`src/rtl/sram_port_arbiter_if.sv`:
```
// Bus bundle between the CPU fetch/data ports, the arbiter and the unified SRAM.
// The arbiter uses the slave modport; the CPU/SRAM side uses master.
interface sram_port_arbiter_if #(
  parameter int ADDR_W = 32,
  parameter int DATA_W = 32
);
  logic              inst_en;
  logic [3:0]        inst_we;
  logic [ADDR_W-1:0] inst_addr;
  logic [DATA_W-1:0] inst_wdata;
  logic [DATA_W-1:0] inst_rdata;
  logic              data_en;
  logic [3:0]        data_we;
  logic [ADDR_W-1:0] data_addr;
  logic [DATA_W-1:0] data_wdata;
  logic [DATA_W-1:0] data_rdata;
  logic              mem_en;
  logic [3:0]        mem_we;
  logic [ADDR_W-1:0] mem_addr;
  logic [DATA_W-1:0] mem_wdata;
  logic [DATA_W-1:0] mem_rdata;
  logic              stallreq_arb;

  modport slave (
    input  inst_en, inst_we, inst_addr, inst_wdata,
    output inst_rdata,
    input  data_en, data_we, data_addr, data_wdata,
    output data_rdata,
    output mem_en, mem_we, mem_addr, mem_wdata,
    input  mem_rdata,
    output stallreq_arb
  );

  modport master (
    output inst_en, inst_we, inst_addr, inst_wdata,
    input  inst_rdata,
    output data_en, data_we, data_addr, data_wdata,
    input  data_rdata,
    input  mem_en, mem_we, mem_addr, mem_wdata,
    output mem_rdata,
    input  stallreq_arb
  );
endinterface

```
`src/rtl/sram_port_arbiter.sv`:
```
// Data-first arbiter sharing one SRAM between fetch and data ports; replays fetch.
// Optional ARB_PERF_CNT_EN adds conflict and stall-cycle counters.
module sram_port_arbiter #(
  parameter int ADDR_W = 32,
  parameter int DATA_W = 32
) (
  input  logic clk,
  input  logic rst_n,
  sram_port_arbiter_if.slave bus
`ifdef ARB_PERF_CNT_EN
  ,
  output logic [31:0] perf_conflicts,
  output logic [31:0] perf_stall_cycles
`endif
);
  typedef enum logic {S_PASS, S_REPLAY} state_t;
  typedef enum logic [1:0] {
    T_NONE, T_INST, T_DATA
  } tag_t;

  state_t            r_state;
  tag_t              r_tag;
  tag_t              w_tag_nxt;
  logic [3:0]        r_rep_we;
  logic [ADDR_W-1:0] r_rep_addr;
  logic [DATA_W-1:0] r_rep_wdata;
  logic [DATA_W-1:0] r_inst_hold;
  logic [DATA_W-1:0] r_data_hold;
  logic              w_conflict;
  logic              w_sel_rep;
  logic              w_sel_data;
  logic              w_sel_inst;

  assign w_conflict = (r_state == S_PASS)
                    & bus.inst_en & bus.data_en;
  // A reset landing on the replay cycle drops the fetch
  assign w_sel_rep  = (r_state == S_REPLAY) & ~rst_n;
  assign w_sel_data = (r_state == S_PASS) & bus.data_en;
  assign w_sel_inst = (r_state == S_PASS)
                    & ~bus.data_en & bus.inst_en;

  always_comb begin
    bus.mem_en    = 1'b0;
    bus.mem_we    = 4'h0;
    bus.mem_addr  = '0;
    bus.mem_wdata = '0;
    w_tag_nxt     = T_NONE;
    unique case (1'b1)
      w_sel_rep: begin
        bus.mem_en    = 1'b1;
        bus.mem_we    = r_rep_we;
        bus.mem_addr  = r_rep_addr;
        bus.mem_wdata = r_rep_wdata;
        w_tag_nxt = (r_rep_we == 4'h0) ? T_INST : T_NONE;
      end
      w_sel_data: begin
        bus.mem_en    = 1'b1;
        bus.mem_we    = bus.data_we;
        bus.mem_addr  = bus.data_addr;
        bus.mem_wdata = bus.data_wdata;
        w_tag_nxt = (bus.data_we == 4'h0) ? T_DATA : T_NONE;
      end
      w_sel_inst: begin
        bus.mem_en    = 1'b1;
        bus.mem_we    = bus.inst_we;
        bus.mem_addr  = bus.inst_addr;
        bus.mem_wdata = bus.inst_wdata;
        w_tag_nxt = (bus.inst_we == 4'h0) ? T_INST : T_NONE;
      end
      default: ;
    endcase
  end

  assign bus.stallreq_arb = (r_state == S_REPLAY);
  assign bus.inst_rdata = (r_tag == T_INST) ? bus.mem_rdata
                                            : r_inst_hold;
  assign bus.data_rdata = (r_tag == T_DATA) ? bus.mem_rdata
                                            : r_data_hold;

  always_ff @(posedge clk) begin
    if (rst_n) begin
      r_state     <= S_PASS;
      r_tag       <= T_NONE;
      r_rep_we    <= 4'h0;
      r_rep_addr  <= '0;
      r_rep_wdata <= '0;
      r_inst_hold <= '0;
      r_data_hold <= '0;
    end else begin
      r_tag <= w_tag_nxt;
      if (r_tag == T_INST) r_inst_hold <= bus.mem_rdata;
      if (r_tag == T_DATA) r_data_hold <= bus.mem_rdata;
      unique case (r_state)
        S_PASS: begin
          if (w_conflict) begin
            r_rep_we    <= bus.inst_we;
            r_rep_addr  <= bus.inst_addr;
            r_rep_wdata <= bus.inst_wdata;
            r_state     <= S_REPLAY;
          end
        end
        S_REPLAY: r_state <= S_PASS;
        default:  r_state <= S_PASS;
      endcase
    end
  end

`ifdef ARB_PERF_CNT_EN
  logic [31:0] r_perf_conf;
  logic [31:0] r_perf_stall;

  always_ff @(posedge clk) begin
    if (rst_n) begin
      r_perf_conf  <= 32'd0;
      r_perf_stall <= 32'd0;
    end else begin
      if (w_conflict) r_perf_conf <= r_perf_conf + 32'd1;
      if (r_state == S_REPLAY)
        r_perf_stall <= r_perf_stall + 32'd1;
    end
  end

  assign perf_conflicts    = r_perf_conf;
  assign perf_stall_cycles = r_perf_stall;
`endif
endmodule

```
`src/flat_wrapper.sv`:
```
// flat-port wrapper written by rule: the top's interface ports become plain ports
module sram_port_arbiter_flat 
#(
  parameter int ADDR_W = 32,
  parameter int DATA_W = 32
)
  (clk, rst_n, bus_inst_en, bus_inst_we, bus_inst_addr, bus_inst_wdata, bus_inst_rdata, bus_data_en, bus_data_we, bus_data_addr, bus_data_wdata, bus_data_rdata, bus_mem_en, bus_mem_we, bus_mem_addr, bus_mem_wdata, bus_mem_rdata, bus_stallreq_arb);
  sram_port_arbiter_if #(.ADDR_W(ADDR_W), .DATA_W(DATA_W)) bus_i ();
  input  logic clk;
  input  logic rst_n;
  input wire logic [$bits(bus_i.inst_en)-1:0] bus_inst_en;
  input wire logic [$bits(bus_i.inst_we)-1:0] bus_inst_we;
  input wire logic [$bits(bus_i.inst_addr)-1:0] bus_inst_addr;
  input wire logic [$bits(bus_i.inst_wdata)-1:0] bus_inst_wdata;
  output wire logic [$bits(bus_i.inst_rdata)-1:0] bus_inst_rdata;
  input wire logic [$bits(bus_i.data_en)-1:0] bus_data_en;
  input wire logic [$bits(bus_i.data_we)-1:0] bus_data_we;
  input wire logic [$bits(bus_i.data_addr)-1:0] bus_data_addr;
  input wire logic [$bits(bus_i.data_wdata)-1:0] bus_data_wdata;
  output wire logic [$bits(bus_i.data_rdata)-1:0] bus_data_rdata;
  output wire logic [$bits(bus_i.mem_en)-1:0] bus_mem_en;
  output wire logic [$bits(bus_i.mem_we)-1:0] bus_mem_we;
  output wire logic [$bits(bus_i.mem_addr)-1:0] bus_mem_addr;
  output wire logic [$bits(bus_i.mem_wdata)-1:0] bus_mem_wdata;
  input wire logic [$bits(bus_i.mem_rdata)-1:0] bus_mem_rdata;
  output wire logic [$bits(bus_i.stallreq_arb)-1:0] bus_stallreq_arb;
  assign bus_i.inst_en = bus_inst_en;
  assign bus_i.inst_we = bus_inst_we;
  assign bus_i.inst_addr = bus_inst_addr;
  assign bus_i.inst_wdata = bus_inst_wdata;
  assign bus_inst_rdata = bus_i.inst_rdata;
  assign bus_i.data_en = bus_data_en;
  assign bus_i.data_we = bus_data_we;
  assign bus_i.data_addr = bus_data_addr;
  assign bus_i.data_wdata = bus_data_wdata;
  assign bus_data_rdata = bus_i.data_rdata;
  assign bus_mem_en = bus_i.mem_en;
  assign bus_mem_we = bus_i.mem_we;
  assign bus_mem_addr = bus_i.mem_addr;
  assign bus_mem_wdata = bus_i.mem_wdata;
  assign bus_i.mem_rdata = bus_mem_rdata;
  assign bus_stallreq_arb = bus_i.stallreq_arb;
  sram_port_arbiter #(.ADDR_W(ADDR_W), .DATA_W(DATA_W)) u_core (.clk(clk), .rst_n(rst_n), .bus(bus_i));
endmodule
```
`config.mk`:
```
export PLATFORM = sky130hd
export DESIGN_NAME = sram_port_arbiter_flat
export DESIGN_NICKNAME = d
export VERILOG_FILES = /design/src/rtl/sram_port_arbiter_if.sv /design/src/rtl/sram_port_arbiter.sv /design/src/flat_wrapper.sv
export SDC_FILE = /design/constraint.sdc
export NUM_CORES = 1
export LEC_CHECK = 0
export ABC_AREA = 1
export CAP_MARGIN = 20
export CELL_PAD_IN_SITES_DETAIL_PLACEMENT = 1
export CELL_PAD_IN_SITES_GLOBAL_PLACEMENT = 1
export CORE_ASPECT_RATIO = 0.6
export CORE_MARGIN = 5
export CORE_UTILIZATION = 37
export CTS_BUF_LIST = sky130_fd_sc_hd__clkbuf_4 sky130_fd_sc_hd__clkbuf_8 sky130_fd_sc_hd__clkbuf_16
export CTS_CLUSTER_SIZE = 12
export DETAILED_ROUTE_END_ITERATION = 8
export DONT_BUFFER_PORTS = 1
export PLACE_DENSITY_LB_ADDON = 0.05
export SLEW_MARGIN = 20
export SYNTH_ARGS = -nofsm -noshare
export SYNTH_HDL_FRONTEND = slang
export SYNTH_SLANG_ARGS = --single-unit
```
`constraint.sdc`:
```
create_clock -name clk -period 1.5 [get_ports clk]
set_input_delay 0.375 -clock clk [delete_from_list [all_inputs] [get_ports clk]]
set_output_delay 0.375 -clock clk [all_outputs]
set_load 0.01 [all_outputs]
```
==> summary.md <==
| Metric | Value |
|---|---|
| RePlAce Congestion | 0.8128 |
| MaxCap Viol Count | 0 |
| Outcome | finished, violations left |
| Worst Setup Start Kind | flip-flop |
| Seq/Total Area, Yosys | 42.34% |
| Total wire length | 28840 µm |
| CTS H-Tree Depth | 4 |
| Netlist cell types | 19 |
| Crit path arrival time | 1610 ps |
| Tightest Pin Transition | 639.9 ps |
| CP Class | flip-flop to output port |
| RSZ-0062 raised after global routing | true |
| Initial antenna violation count | 0 |
| Vias in the first global route | 6781 |
| Num CTS Buffers | 17 |
| Ports | 306 |
| Drt pass-1 iters | 5 |
| Util after Layout | 59.00% |
| Yosys warns | 0 |
| DP Wirelength | 15600 µm |
| Clk sinks | 135 |
| Max-slew headroom | 57.34% |
| Die height | 111.7 µm |
| Final ANT Viol Nets | 0 |
| Max-slew violation count | 0 |
| Crit Path Max Fanout | 5 |
| Post-synth top area cell | dfxtp_1 |
| Final worst setup slack | -480.4 ps |
| Async set-reset flop share out of synthesis | 0% |
| Nets | 1251 |
| Synthesized area | 0.006382 mm² |
| Crit share post-route | 132.0% |
| Leak pwr | 5.064 nW |
| Commonest non-fill, non-tap cells in the layout | nor2_1, nand2_1, dfxtp_1 |
| CTS root buf | clkbuf_16 |
| Synth top area share | 42.34% |
| Cell mode on critical path | buf_12 |
| Fin crit period | 1980 ps |
| Row cnt | 37 |
| CTS tree | done |
| Mapped Nets | 1195 |
| FMAX | 504.9 MHz |
| Post-synth EDFFs | 0 |
| Share of layout cells above drive strength 1 | 36.94% |
| Largest net degree at the start of global routing | 69 |
| GRT Util Overall | 22.73% |
| Hold Crit Class | primary input to flip-flop |
| Met3 Routed Length | 1847 µm |
| Inserted Diodes | 0 |
| Worst R2R Start | u_core.bus.stallreq_arb |
| # setup viols final | 134 |
| Crit path from | u_core.bus.stallreq_arb |
| Clock-pin slew on the worst setup and hold paths | 60 ps |
| Starting DRT DRC Count | 330 |
| Grt ovf | 0 |
| Fin. Hold Viols | 0 |
| Critical Path Max Stage Delay | 370 ps |
| Met1 wire length | 12360 µm |
| Area contributors post-synth | dfxtp_1, nand2_1, nor2_1 |
| CP max stage cell | dfxtp_4 |
| Pwr Density | 971.7 mW/mm² |
| Cells along the critical path | nor3_4 > buf_6 > buf_12 > buf_12 > nand2_4 > nand3_4 |
| Highest Signal Layer | met4 |
| IO buf count | 0 |
| Hold path startpoint | bus_data_we[1] |
| Later-pin clock latency in the skew report | 420 ps |
| Critical Path End Type | output port |
| Max VDD drop | 0.6164 mV |
| Via count | 6862 |
| Area growth syn-to-layout | 57.50% |
| Core ar. | 0.01704 mm² |
| Die Area | 0.02006 mm² |
| Most common cell after layout, fill and taps aside | nor2_1 |
| First-pass GRT wire length | 37090 µm |
| Final clock skew | 9.919 ps |
| CTS max path bufs | 2 |
| Remaining DRCs | 0 |
| Top_reg_cell synth | dfxtp_1 |
| CP Data Required Time | 1120 ps |
| Vias per cell | 5.179 |
| Failing checks | setup timing |
| Yosys reg bits | 135 |
| Initial Util | 37.46% |
| Post-Synthesis Cells | 1023 |
| Die span in x | 179.6 µm |
| Pre-CTS WS | -49.42 ps |
| Length of routed met2 wiring | 14220 µm |
| Wirelength per Cell | 21.77 µm |
| Syn_area_per_cell | 6.239 µm² |
metrics by stage:
stage	instance area, µm²	total power [mW]	TNS [ps]	cells	hold slack, ps
floorplan	6485	4.563	-3278	1023	451.7
global placement	6957	4.768	-43.32	1243	457.4
detailed placement	6957	4.791	-664.1	1243	457.5
CTS	8418	9.458	-45290	1289	4.497
global route	10050	10.16	-62460	1325	-0.3386
finish	10050	9.767	-51840	1325	27.64
flip-flops by register name, summed over array words and instances (netlist names):
register                 count
u_core.bus.stallreq_arb      1
u_core.r_data_hold          32
u_core.r_inst_hold          32
u_core.r_rep_addr           32
u_core.r_rep_wdata          32
u_core.r_rep_we              4
u_core.r_tag                 2
worst paths after layout:
kind | to | slack, ps | depth (start not counted)
worst max-delay path | bus_mem_wdata[30] | -480 | 6
worst min-delay path | u_core.r_tag[1] | 30 | 1
worst max register to register | u_core.r_rep_addr[13] | -10 | 7
worst min register to register | u_core.r_rep_wdata[23] | 510 | 2
cell families after synthesis:
kind of cell,Yosys count,share of synthesized area [%]
simple gates,551,34.03
buf+inv,202,12.92
compound gates,135,10.70
flops,135,42.34
power by group:
part	leakage, nW	switching (mW)	internal (mW)
Clock	0.301	1.74	2.79
Combinational	3.66	0.845	0.566
Sequential	1.10	0.0789	3.74
cells in the mapped netlist, types with 2 or more instances:
master,instances
nand3_1,68
dfxtp_1,135
buf_2,25
o21ai_1,15
buf_1,2
inv_2,4
buf_4,7
inv_1,136
clkbuf_1,26
o211ai_1,3
o21ai_0,117
nor2_1,209
nand2_1,270
layer usage:
| layer | GRT usage (%) | vias up |
|---|---|---|
| met5 | 0 | - |
| met4 | 5.023 | 0 |
| met3 | 7.607 | 32 |
| met2 | 38.53 | 240 |
| met1 | 28.33 | 3347 |
| li1 | - | 3243 |
worst max-delay path: cells and delay by family (launching register included):
| family | cells | cell delay [ps] |
|---|---|---|
| buffers and inverters | 3 | 460 |
| flip-flops | 1 | 370 |
| AND/OR/NAND/NOR | 3 | 340 |
layout make-up:
class,count,area [µm²]
Clock buffer,17,425.4
Clock inverter,14,197.7
Fill cell,2018,6984
Inverter,140,558.0
Multi-Input combinational cell,687,4432
Sequential cell,135,2714
Tap cell,234,292.8
Timing Repair Buffer,98,1433
repair_timing:
item / CTS / global route
hold endpoints to repair: 0 / 1
hold buffers: 0 / 3
setup buffers: 9 / 15
cloned: 7 / 19
gates resized for setup: 180 / 307
pin swaps: 3 / 4
setup endpoints to repair: 133 / 172
Power figures use the tool's default switching activity.
